**config.mk**
```make
export PLATFORM = sky130hd
export DESIGN_NAME = rr_arbiter_4_flat
export DESIGN_NICKNAME = d
export VERILOG_FILES = /design/src/rtl/rr_arbiter_4_pkg.sv /design/src/rtl/rr_arbiter_4_if.sv /design/src/rtl/rr_arbiter_4_pick4.sv /design/src/rtl/rr_arbiter_4.sv /design/src/flat_wrapper.sv
export SDC_FILE = /design/constraint.sdc
export NUM_CORES = 1
export LEC_CHECK = 0
export CAP_MARGIN = 30
export CORE_ASPECT_RATIO = 0.7
export CORE_MARGIN = 2
export CORE_UTILIZATION = 35
export DETAILED_ROUTE_END_ITERATION = 12
export PLACE_DENSITY_LB_ADDON = 0.05
export SKIP_CTS_REPAIR_TIMING = 1
export SLEW_MARGIN = 20
export SYNTH_ARGS = -nofsm -noshare
export SYNTH_HDL_FRONTEND = slang
export SYNTH_SLANG_ARGS = --single-unit
```
**constraint.sdc**
```tcl
create_clock -name clk -period 4.2 [get_ports clk]
set_clock_uncertainty 0.05 [all_clocks]
set_input_delay 0.63 -clock clk [delete_from_list [all_inputs] [get_ports clk]]
set_output_delay 0.63 -clock clk [all_outputs]
set_load 0.02 [all_outputs]
```
**src/rtl/rr_arbiter_4_pkg.sv**
```systemverilog
// rr_arbiter_4_pkg: shared state encoding, requester count and hold counter width
package rr_arbiter_4_pkg;
  localparam int N_REQ = 4;
  localparam int CNT_W = 8;
  typedef enum logic [1:0] {
    IDLE    = 2'd0,
    GRANT   = 2'd1,
    RELEASE = 2'd2
  } state_e;
endpackage

```
**src/rtl/rr_arbiter_4_if.sv**
```systemverilog
// rr_arbiter_4_if: request/done lines in, one-hot grants plus busy/timeout out; master = requesters, slave = arbiter
interface rr_arbiter_4_if;
  logic r0, r1, r2, r3;
  logic done;
  logic g0, g1, g2, g3;
  logic busy;
  logic timeout;
  modport master (output r0, r1, r2, r3, done, input g0, g1, g2, g3, busy, timeout);
  modport slave  (input r0, r1, r2, r3, done, output g0, g1, g2, g3, busy, timeout);
endinterface

```
**src/rtl/rr_arbiter_4_pick4.sv**
```systemverilog
// rr_pick4: combinational round-robin search; req_i/ptr_i in, first requesting index at or after ptr_i on idx_o, found_o if any
module rr_pick4
  import rr_arbiter_4_pkg::*;
(
  input  logic [N_REQ-1:0] req_i,
  input  logic [1:0]       ptr_i,
  output logic [1:0]       idx_o,
  output logic             found_o
);
  always_comb begin
    idx_o = '0;
    found_o = 1'b0;
    for (int i = N_REQ - 1; i >= 0; i--)
      if (req_i[ptr_i + 2'(i)]) begin
        idx_o = ptr_i + 2'(i);
        found_o = 1'b1;
      end
  end
endmodule

```
**src/rtl/rr_arbiter_4.sv**
```systemverilog
// rr_arbiter_4: 4-way round-robin arbiter with bounded hold; clk, async rst, bus (slave: r0..r3, done in; g0..g3, busy, timeout out)
module rr_arbiter_4
  import rr_arbiter_4_pkg::*;
#(
  parameter int MAX_HOLD = 8
) (
  input logic          clk,
  input logic          rst,
  rr_arbiter_4_if.slave bus
);
  state_e           state_q, state_d;
  logic [1:0]       ptr_q, ptr_d, idx_q, idx_d, pick_idx;
  logic [CNT_W-1:0] cnt_q, cnt_d;
  logic [N_REQ-1:0] g_q, g_d, req;
  logic             busy_q, busy_d, timeout_q, timeout_d, pick_found, rel, tmo;
  assign req = {bus.r3, bus.r2, bus.r1, bus.r0};
  assign rel = bus.done || !req[idx_q];
  assign tmo = cnt_q == CNT_W'(MAX_HOLD - 1);
  rr_pick4 u_pick (
    .req_i   (req),
    .ptr_i   (ptr_q),
    .idx_o   (pick_idx),
    .found_o (pick_found)
  );
  always_comb begin
    state_d = state_q;
    ptr_d = ptr_q;
    idx_d = idx_q;
    cnt_d = cnt_q;
    g_d = '0;
    timeout_d = 1'b0;
    case (state_q)
      IDLE: if (pick_found) begin
        state_d = GRANT;
        idx_d = pick_idx;
        ptr_d = pick_idx + 2'd1;
        cnt_d = '0;
        g_d = 4'b0001 << pick_idx;
      end
      GRANT: begin
        state_d = (rel || tmo) ? RELEASE : GRANT;
        timeout_d = !rel && tmo;
        g_d = (rel || tmo) ? '0 : 4'b0001 << idx_q;
        cnt_d = (rel || tmo) ? '0 : cnt_q + 1'b1;
      end
      default: state_d = IDLE;
    endcase
    busy_d = |g_d;
  end
  always_ff @(posedge clk or posedge rst)
    if (rst) begin
      state_q <= IDLE;
      ptr_q <= '0;
      idx_q <= '0;
      cnt_q <= '0;
      g_q <= '0;
      busy_q <= 1'b0;
      timeout_q <= 1'b0;
    end else begin
      state_q <= state_d;
      ptr_q <= ptr_d;
      idx_q <= idx_d;
      cnt_q <= cnt_d;
      g_q <= g_d;
      busy_q <= busy_d;
      timeout_q <= timeout_d;
    end
  assign {bus.g3, bus.g2, bus.g1, bus.g0} = g_q;
  assign bus.busy = busy_q;
  assign bus.timeout = timeout_q;
endmodule

```
**src/flat_wrapper.sv**
```systemverilog
// flat-port wrapper written by rule: the top's interface ports become plain ports
module rr_arbiter_4_flat import rr_arbiter_4_pkg::*;
#(
  parameter int MAX_HOLD = 8
)
  (clk, rst, bus_r0, bus_r1, bus_r2, bus_r3, bus_done, bus_g0, bus_g1, bus_g2, bus_g3, bus_busy, bus_timeout);
  rr_arbiter_4_if bus_i ();
  input logic clk;
  input logic rst;
  input wire logic [$bits(bus_i.r0)-1:0] bus_r0;
  input wire logic [$bits(bus_i.r1)-1:0] bus_r1;
  input wire logic [$bits(bus_i.r2)-1:0] bus_r2;
  input wire logic [$bits(bus_i.r3)-1:0] bus_r3;
  input wire logic [$bits(bus_i.done)-1:0] bus_done;
  output wire logic [$bits(bus_i.g0)-1:0] bus_g0;
  output wire logic [$bits(bus_i.g1)-1:0] bus_g1;
  output wire logic [$bits(bus_i.g2)-1:0] bus_g2;
  output wire logic [$bits(bus_i.g3)-1:0] bus_g3;
  output wire logic [$bits(bus_i.busy)-1:0] bus_busy;
  output wire logic [$bits(bus_i.timeout)-1:0] bus_timeout;
  assign bus_i.r0 = bus_r0;
  assign bus_i.r1 = bus_r1;
  assign bus_i.r2 = bus_r2;
  assign bus_i.r3 = bus_r3;
  assign bus_i.done = bus_done;
  assign bus_g0 = bus_i.g0;
  assign bus_g1 = bus_i.g1;
  assign bus_g2 = bus_i.g2;
  assign bus_g3 = bus_i.g3;
  assign bus_busy = bus_i.busy;
  assign bus_timeout = bus_i.timeout;
  rr_arbiter_4 #(.MAX_HOLD(MAX_HOLD)) u_core (.clk(clk), .rst(rst), .bus(bus_i));
endmodule
```
Yosys cells after proc, flatten, opt, wreduce, memory -nomap -nowiden. Index checks and enable logic that the tools add are counted. Widths: inputs -> output; s select.

Register bits after elaboration: 20. Input port bits: 7. Logic and storage cells: 60.

Add/subtract/negate cells: 5. $lt $le $gt $ge: 5. Equal/unequal tests: 3. Shifts and indexed selects: 2. Mux-type cells: 28. Reduce and logical (&&, ||, !) cells: 10.

Operators with widths (count): $mux 8 (2); $pmux 8 s2 (1); $lt 2x3->1 const B (5); $mux 2 (6); $bmux 1 s2 (5); $mux 1 (10); $add 8x1->8 const B (1); $eq 8x3->1 const B (1); $mux 4 (2); $pmux 4 s2 (1); $shl 1x2->4 const A (2); $add 2x1->2 const B (2); $add 2x2->2 const B (2); $pmux 2 s2 (1); $reduce_and 2->1 (2); $reduce_or 4->1 (1); $eq 2x1->1 const B (1); $logic_not 1->1 (2); $logic_not 2->1 (1); $logic_or 1x1->1 (2); $ne 2x1->1 const B (1); $reduce_bool 2->1 (1); $logic_and 1x1->1 (1).

Depth between registers and ports, before layout. Gate-level depths: netlist (run 1).

Depth in word-level cells: 11. Gate-level depth with buffers: 7.

Cells and area by module. From an unflattened synthesis (run 1), not the netlist that was laid out.

Cells, all modules: 116. Area total of the unflattened synthesis: 1101.1 µm².

Modules (own cells, without submodules): rr_arbiter_4 (instances 1, cells each 103, area each 1023.5 µm²); rr_pick4 (instances 1, cells each 13, area each 77.6 µm²).

Worst setup path before layout (run 1). No wires, ideal clock.

Path type: input to register. From: input bus_r3. To: register u_core.idx_q[0]. Setup time: 0.125 ns. Data arrival time: 1.813 ns. Setup slack: 2.211 ns. Stages on the path: 5. Buffers on the path: 2. Path through: or4_4 -> buf_6 -> and2_4 -> buf_6 -> mux2_4.

Cells in the longest elaborated chain, start to end: 7.

Ends and longest elaborated chain: from (decl) (line flat_wrapper.sv:13) `input wire logic [$bits(bus_i.r3)-1:0] bus_r3;`; $bmux 1 s2 (line rr_arbiter_4_pick4.sv:14) `if (req_i[ptr_i + 2'(i)]) begin`; $mux 1 (implied by the code) (line rr_arbiter_4_pick4.sv:14); $mux 1 (4 in a row) (line rr_arbiter_4_pick4.sv:14); $reduce_and 2->1 (no source line); to (signal assigned) (line rr_arbiter_4.sv:62) `idx_q <= idx_d;`; to (decl) (line rr_arbiter_4.sv:12) `logic [1:0] ptr_q, ptr_d, idx_q, idx_d, pick_idx;`.

Several ways; a longest one is shown, not always the timed one. The select of a mux whose other input is x is not followed. A chain may end at the register's enable or synchronous reset.

Worst setup path in the final report (run 1).
From: input bus_r0. To: register u_core.busy_q (netlist: u_core.bus.busy).

Cells in the longest elaborated chain, start to end: 10.

Ends and longest elaborated chain: from (decl) (line flat_wrapper.sv:10) `input wire logic [$bits(bus_i.r0)-1:0] bus_r0;`; $bmux 1 s2 (line rr_arbiter_4_pick4.sv:14); $mux 1 (implied by the code) (line rr_arbiter_4_pick4.sv:14); $mux 2 (3 in a row) (line rr_arbiter_4_pick4.sv:14); $mux 2 (*) (line rr_arbiter_4_pick4.sv:14); net u_core.pick_idx[0] (line rr_arbiter_4.sv:12); $shl 1x2->4 (*) (line rr_arbiter_4.sv:38) `g_d = 4'b0001 << pick_idx;`; $mux 4 (*) (line rr_arbiter_4.sv:33) `IDLE: if (pick_found) begin`; $pmux 4 s2 (*) (line rr_arbiter_4.sv:32) `case (state_q)`; $reduce_or 4->1 (*) (line rr_arbiter_4.sv:48) `busy_d = |g_d;`; net u_core.busy_d (line rr_arbiter_4.sv:15) `logic busy_q, busy_d, timeout_q, timeout_d, pick_found, rel, tmo;`; to (signal assigned) (line rr_arbiter_4.sv:65) `busy_q <= busy_d;`; to (decl) (line rr_arbiter_4.sv:15).

Mark *: on every way through the listed nets, which the timed path passes. The rest lies on a longest branch. The select of a mux whose other input is x is not followed.

==> results of run 1 <==
[power breakdown]
part / switching, mW / total (mW) / leakage (nW) / internal (mW)
logic: 0.160 / 0.300 / 0.286 / 0.140
registers: 0.0625 / 0.307 / 0.264 / 0.244
clock network: 0.0662 / 0.193 / 0.0357 / 0.127
[final timing paths]
| kind | start | end | cells past startpoint |
|---|---|---|---|
| worst max-delay path | bus_r0 | u_core.bus.busy$_DFF_PP0_ | 8 |
| worst min-delay path | u_core.cnt_q[7]$_DFFE_PP0P_ | u_core.cnt_q[7]$_DFFE_PP0P_ | 2 |
| worst max register to register | u_core.ptr_q[1]$_DFFE_PP0P_ | u_core.bus.busy$_DFF_PP0_ | 7 |
| worst min register to register | u_core.cnt_q[7]$_DFFE_PP0P_ | u_core.cnt_q[7]$_DFFE_PP0P_ | 2 |
| max in group asynchronous | rst | u_core.ptr_q[0]$_DFFE_PP0P_ | 2 |
| min in group asynchronous | rst | u_core.cnt_q[2]$_DFFE_PP0P_ | 2 |
[kinds of logic after synthesis]
family / count (synthesis) / synth area share (%)
AND/OR/NAND/NOR: 39 / 19.8
AO/OA/AOI/OAI: 26 / 17.5
flip-flops: 20 / 44.5
buffers and inverters: 9 / 4.78
XOR/XNOR: 5 / 3.89
adder cells (fa/ha/maj): 5 / 5.56
multiplexers: 4 / 4.00
[state kept, by name, indices dropped and copies added, names as in the netlist]
name / flops
u_core.bus.timeout: 1
u_core.bus.busy: 1
u_core.g_q: 4
u_core.idx_q: 2
u_core.state_q: 2
u_core.cnt_q: 8
u_core.ptr_q: 2
[synth_stat cells (2+ instances only)]
cell / instances / area share (%)
dfrtp_1: 20 / 44
nand2_1: 11 / 3.7
nor2_1: 8 / 2.7
a21oi_1: 6 / 2.7
o21ai_0: 6 / 2.7
ha_1: 5 / 5.6
inv_1: 5 / 1.7
xor2_1: 5 / 3.9
mux2i_1: 3 / 2.7
nor3_1: 3 / 1.3
o31ai_1: 3 / 2.0
a32o_1: 2 / 1.8
and4b_1: 2 / 1.8
buf_6: 2 / 2.0
nor4_1: 2 / 1.1
o22ai_1: 2 / 1.1
or4_4: 2 / 2.0
[cell type report]
type	count	area, um2
timing repair buffer	12	120
fill	297	1780
clock buffer	3	41.3
tap	38	47.5
multi-input combinational	79	571
inverter	5	18.8
clock inverter	1	30.0
sequential	20	500
[worst max-delay path, delay by kind of cell]
family | cells | cell delay, ns
AO/OA/AOI/OAI | 1 | 0.10
adder cells (fa/ha/maj) | 1 | 0.23
buffers and inverters | 2 | 0.64
multiplexers | 1 | 0.18
AND/OR/NAND/NOR | 3 | 0.81
[layer usage]
layer,GRT usage (%),routed length [um],vias to the layer above
li1,-,-,416
met5,0,0,-
met1,21.7,1300,366
met2,18.4,795,20
met3,5.13,129,2
met4,4.40,14,0
[placed cells by master, fill, tap and decap left out, types with 2 or more instances in the layout]
cell type | Yosys | layout
a32o_1 | 2 | 2
or4_4 | 2 | 2
nor3_1 | 3 | 3
ha_1 | 5 | 5
nor4_1 | 2 | 2
o31ai_1 | 3 | 3
and4b_1 | 2 | 2
xor2_1 | 5 | 5
clkdlybuf4s50_1 | 0 | 12
mux2i_1 | 3 | 3
dfrtp_1 | 20 | 20
nand2_1 | 11 | 11
o22ai_1 | 2 | 2
inv_1 | 5 | 5
a21oi_1 | 6 | 6
o21ai_0 | 6 | 6
nor2_1 | 8 | 8
clkbuf_8 | 0 | 3
==> key figures, run 1 <==
Yosys
  • Yosys cell types: 38
  • Cells after Synth: 108
  • #FFs+latches synth: 20
  • Ys Warns: 0
  • EDFF count, synth: 0
  • Mapped Nets: 120
  • Ys async rst share: 100%
  • Synth Area per Inst: 10.4 um2
  • Post-synthesis instance area: 1120 um2
  • Sequential area share after synthesis: 44.5%
  • Top_reg_cell synth: dfrtp_1

Hold path
  • Hold Crit Class: register to register

CTS
  • Worst-Skew Late Latency: 0.26 ns
  • Root buf cell: clkbuf_8
  • CTS tree: built
  • Max clock buf depth: 2
  • Total CTS buffers: 3
  • CTS Sinks: 20
  • H-tree depth: 1
  • Worst-path clk slew: 0.08 ns

Global routing
  • Gr ovfl total: 0
  • Largest net degree at the start of global routing: 21
  • Total GRT Usage: 14.3%
  • Vias in the first global route: 804
  • First-pass GRT wire length: 3910 um
  • Antenna violations before repair: 0

Worst setup path
  • CP cell instances: clkdlybuf4s50_1 > mux2i_1 > nor2_1 > nor3_1 > inv_1 > ha_1 > nor4_1 > o21ai_0
  • Reg2reg setup slack: 2.07 ns
  • Setup CP Type: input pin to register
  • Max FO, Critical Path: 6
  • Critical-path top delay cell: nor3_1
  • Crit path arrival time: 2.59 ns
  • Worst setup EP type: register
  • WP data required: 4.29 ns
  • Crit-path max cell delay: 0.52 ns
  • Startpoint types: input pin

STA
  • Final Critical Period: 2.49 ns
  • Final Hold Fails: 0
  • F_max: 0.401 GHz
  • Max_slew headroom: 47.8%
  • Final-report setup violation count: 0
  • Fin Setup TNS: 0 ns
  • Worst Tran Pin Value: 0.783 ns
  • Min Hold Slack: 0.506 ns
  • Final slew viol count: 0
  • Fin crit share: 59.4%
  • Final WS setup: 1.71 ns
  • RSZ-0062 raised after global routing: false

Layout
  • Fraction of layout cells with a size suffix above 1: 10.0%
  • Final nets: 133
  • Antenna cells: 0
  • Final Util: 42.8%
  • Finished Layout Cells: 158
  • Final instance area: 1330 um2
  • Area delta synth->final: 18.1%

Floorplan
  • Die Y: 51.4 um
  • Core area: 3110 um2
  • Cell Rows: 17
  • Initial Utilization: 36.2%
  • Die Span X: 71.8 um
  • Ports: 13
  • Total die area: 3690 um2

Detailed routing
  • DRC: 0
  • DR vias: 804
  • Total Wirelength: 2240 um
  • Initial drt markers: 33
  • Drt pass-1 iters: 4
  • WL/cell: 14.2 um
  • Avg Vias per Cell: 5.09
  • Routed Antenna Nets: 0

Placement
  • Placed inst area: 1260 um2
  • RePlAce Congestion: 0.813
  • DP HPWL: 1620 um
  • I/O Buffers: 12
  • Pre-CTS setup slack: 1.44 ns
  • Post-Place Cells: 154

Power and ir drop
  • Pwr Total: 0.800 mW
  • Pwr dens: 602 nW/um2
  • Leakage: 0.586 nW
  • Worst vdd ir: 221 uV

Run
  • Max Cap Viol: 0

Status
  • Outcome: completed
Note: power is estimated with default switching activity, not from simulation.
==> run 2, diff against run 1 <==
==> constraint.sdc (replaced) <==
create_clock -name clk -period 2.6 [get_ports clk]
set_clock_uncertainty 0.05 [all_clocks]
set_input_delay 0.39 -clock clk [delete_from_list [all_inputs] [get_ports clk]]
set_output_delay 0.39 -clock clk [all_outputs]
set_load 0.02 [all_outputs]
==> key figures, run 2 (synthesized netlist as in run 1, its figures left out) <==
STA
  • Final-report setup violation count: 0
  • Final Critical Period: 2.10 ns
  • Max_slew headroom: 45.2%
  • Fin crit share: 80.6%
  • Worst Tran Pin Value: 0.821 ns
  • Final slew viol count: 0
  • RSZ-0062 raised after global routing: false
  • Final Hold Fails: 0
  • Fin Setup TNS: 0 ns
  • F_max: 0.477 GHz

Worst setup path
  • RR Startpoint: u_core.ptr_q[1]$_DFFE_PP0P_
  • Worst setup EP type: register
  • Worst Setup SP: bus_r0
  • Max FO, Critical Path: 6
  • WP data required: 2.69 ns
  • Setup CP Type: input pin to register
  • Startpoint types: input pin
  • Crit path arrival time: 2.18 ns

Global routing
  • Gr ovfl total: 0
  • First-pass GRT wire length: 3930 um
  • GR Layer Usage met3: 5.33%
  • Antenna violations before repair: 0
  • Total GRT Usage: 14.1%
  • Met2 Resource Use GR: 18.1%
  • Met1 GRT Util: 21.9%
  • Largest net degree at the start of global routing: 21
  • Vias in the first global route: 786
  • GR peak layer: met1

Floorplan
  • Cell Rows: 17
  • Initial Utilization: 36.2%
  • Ports: 13
  • Core area: 3110 um2
  • Die Y: 51.4 um
  • Die Span X: 71.8 um
  • Total die area: 3690 um2

CTS
  • Max clock buf depth: 2
  • H-tree depth: 1
  • CTS tree: built
  • Worst-Skew Late Latency: 0.25 ns
  • Root buf cell: clkbuf_8
  • CTS Sinks: 20
  • Total CTS buffers: 3
  • Worst-path clk slew: 0.07 ns

Layout
  • Commonest non-fill, non-tap cell in the layout: dfrtp_1
  • Most flops, register: u_core.cnt_q
  • Largest register FFs: 8
  • Area delta synth->final: 17.4%
  • Top Registers: u_core.cnt_q x8, u_core.g_q x4
  • Final nets: 134
  • Most frequent cells in the layout: dfrtp_1 (20), clkdlybuf4s50_1 (12), nand2_1 (11), nor2_1 (8)
  • Antenna cells: 0
  • Fraction of layout cells with a size suffix above 1: 10.7%

Detailed routing
  • WL/cell: 14.2 um
  • Routed Antenna Nets: 0
  • DR vias: 831
  • Drt pass-1 iters: 4
  • Total Wirelength: 2260 um
  • Avg Vias per Cell: 5.23
  • Initial drt markers: 49
  • DRC: 0

Placement
  • RePlAce Congestion: 0.867
  • I/O Buffers: 12
  • DP HPWL: 1650 um

Hold path
  • Hold Crit Class: register to register
  • Min-delay src: u_core.cnt_q[0]$_DFFE_PP0P_

Run
  • Max Cap Viol: 0

Power and ir drop
  • Pwr Total: 1.22 mW
  • Worst vdd ir: 354 uV
  • Leakage: 0.584 nW
  • Pwr dens: 928 nW/um2

Status
  • Outcome: completed
run 2: where the power goes:
| part | internal, mW | switching, mW |
|---|---|---|
| Clock | 0.135 | 0.101 |
| Combinational | 0.234 | 0.262 |
| Sequential | 0.395 | 0.0987 |
| Total | 0.763 | 0.462 |
run 2: final timing paths:
check	end	slack, ns	cells after the start
worst max-delay path	u_core.bus.busy$_DFF_PP0_	0.50	8
worst min-delay path	u_core.cnt_q[0]$_DFFE_PP0P_	0.48	1
worst max register to register	u_core.bus.busy$_DFF_PP0_	0.75	7
worst min register to register	u_core.cnt_q[0]$_DFFE_PP0P_	0.48	1
max in group asynchronous	u_core.g_q[3]$_DFF_PP0_	1.45	2
min in group asynchronous	u_core.cnt_q[2]$_DFFE_PP0P_	0.54	2
run 2: area by class of cell:
type	instances	area [um2]
Fill cell	303	1790
Tap cell	38	47.5
Multi-Input combinational cell	79	571
Clock buffer	4	55.1
Timing Repair Buffer	13	128
Inverter	5	18.8
Sequential cell	20	500
run 2: through the flow:
step / instances / setup WS [ns] / cell area, um2 / util, % / hold slack (ns)
floorplan: 108 / 0.795 / 1120 / - / 0.304
global placement: 155 / 0.268 / 1260 / 40.7 / 0.461
detailed placement: 155 / 0.234 / 1260 / 40.7 / 0.468
CTS: 159 / 0.504 / 1320 / 42.5 / 0.479
global route: 159 / 0.295 / 1320 / 42.5 / 0.482
finish: 159 / 0.505 / 1320 / 42.5 / 0.478
run 2: layer usage:
layer	wire [um]	up-vias
li1	-	414
met5	0	-
met4	14	0
met1	1300	393
met2	816	22
met3	130	2
run 2: critical path: stages:
cell             delay [ns]
clkdlybuf4s50_1        0.56
a21oi_1                0.09
o21a_1                 0.17
o22ai_1                0.29
inv_1                  0.11
ha_1                   0.23
nor4_1                 0.24
o21ai_0                0.10
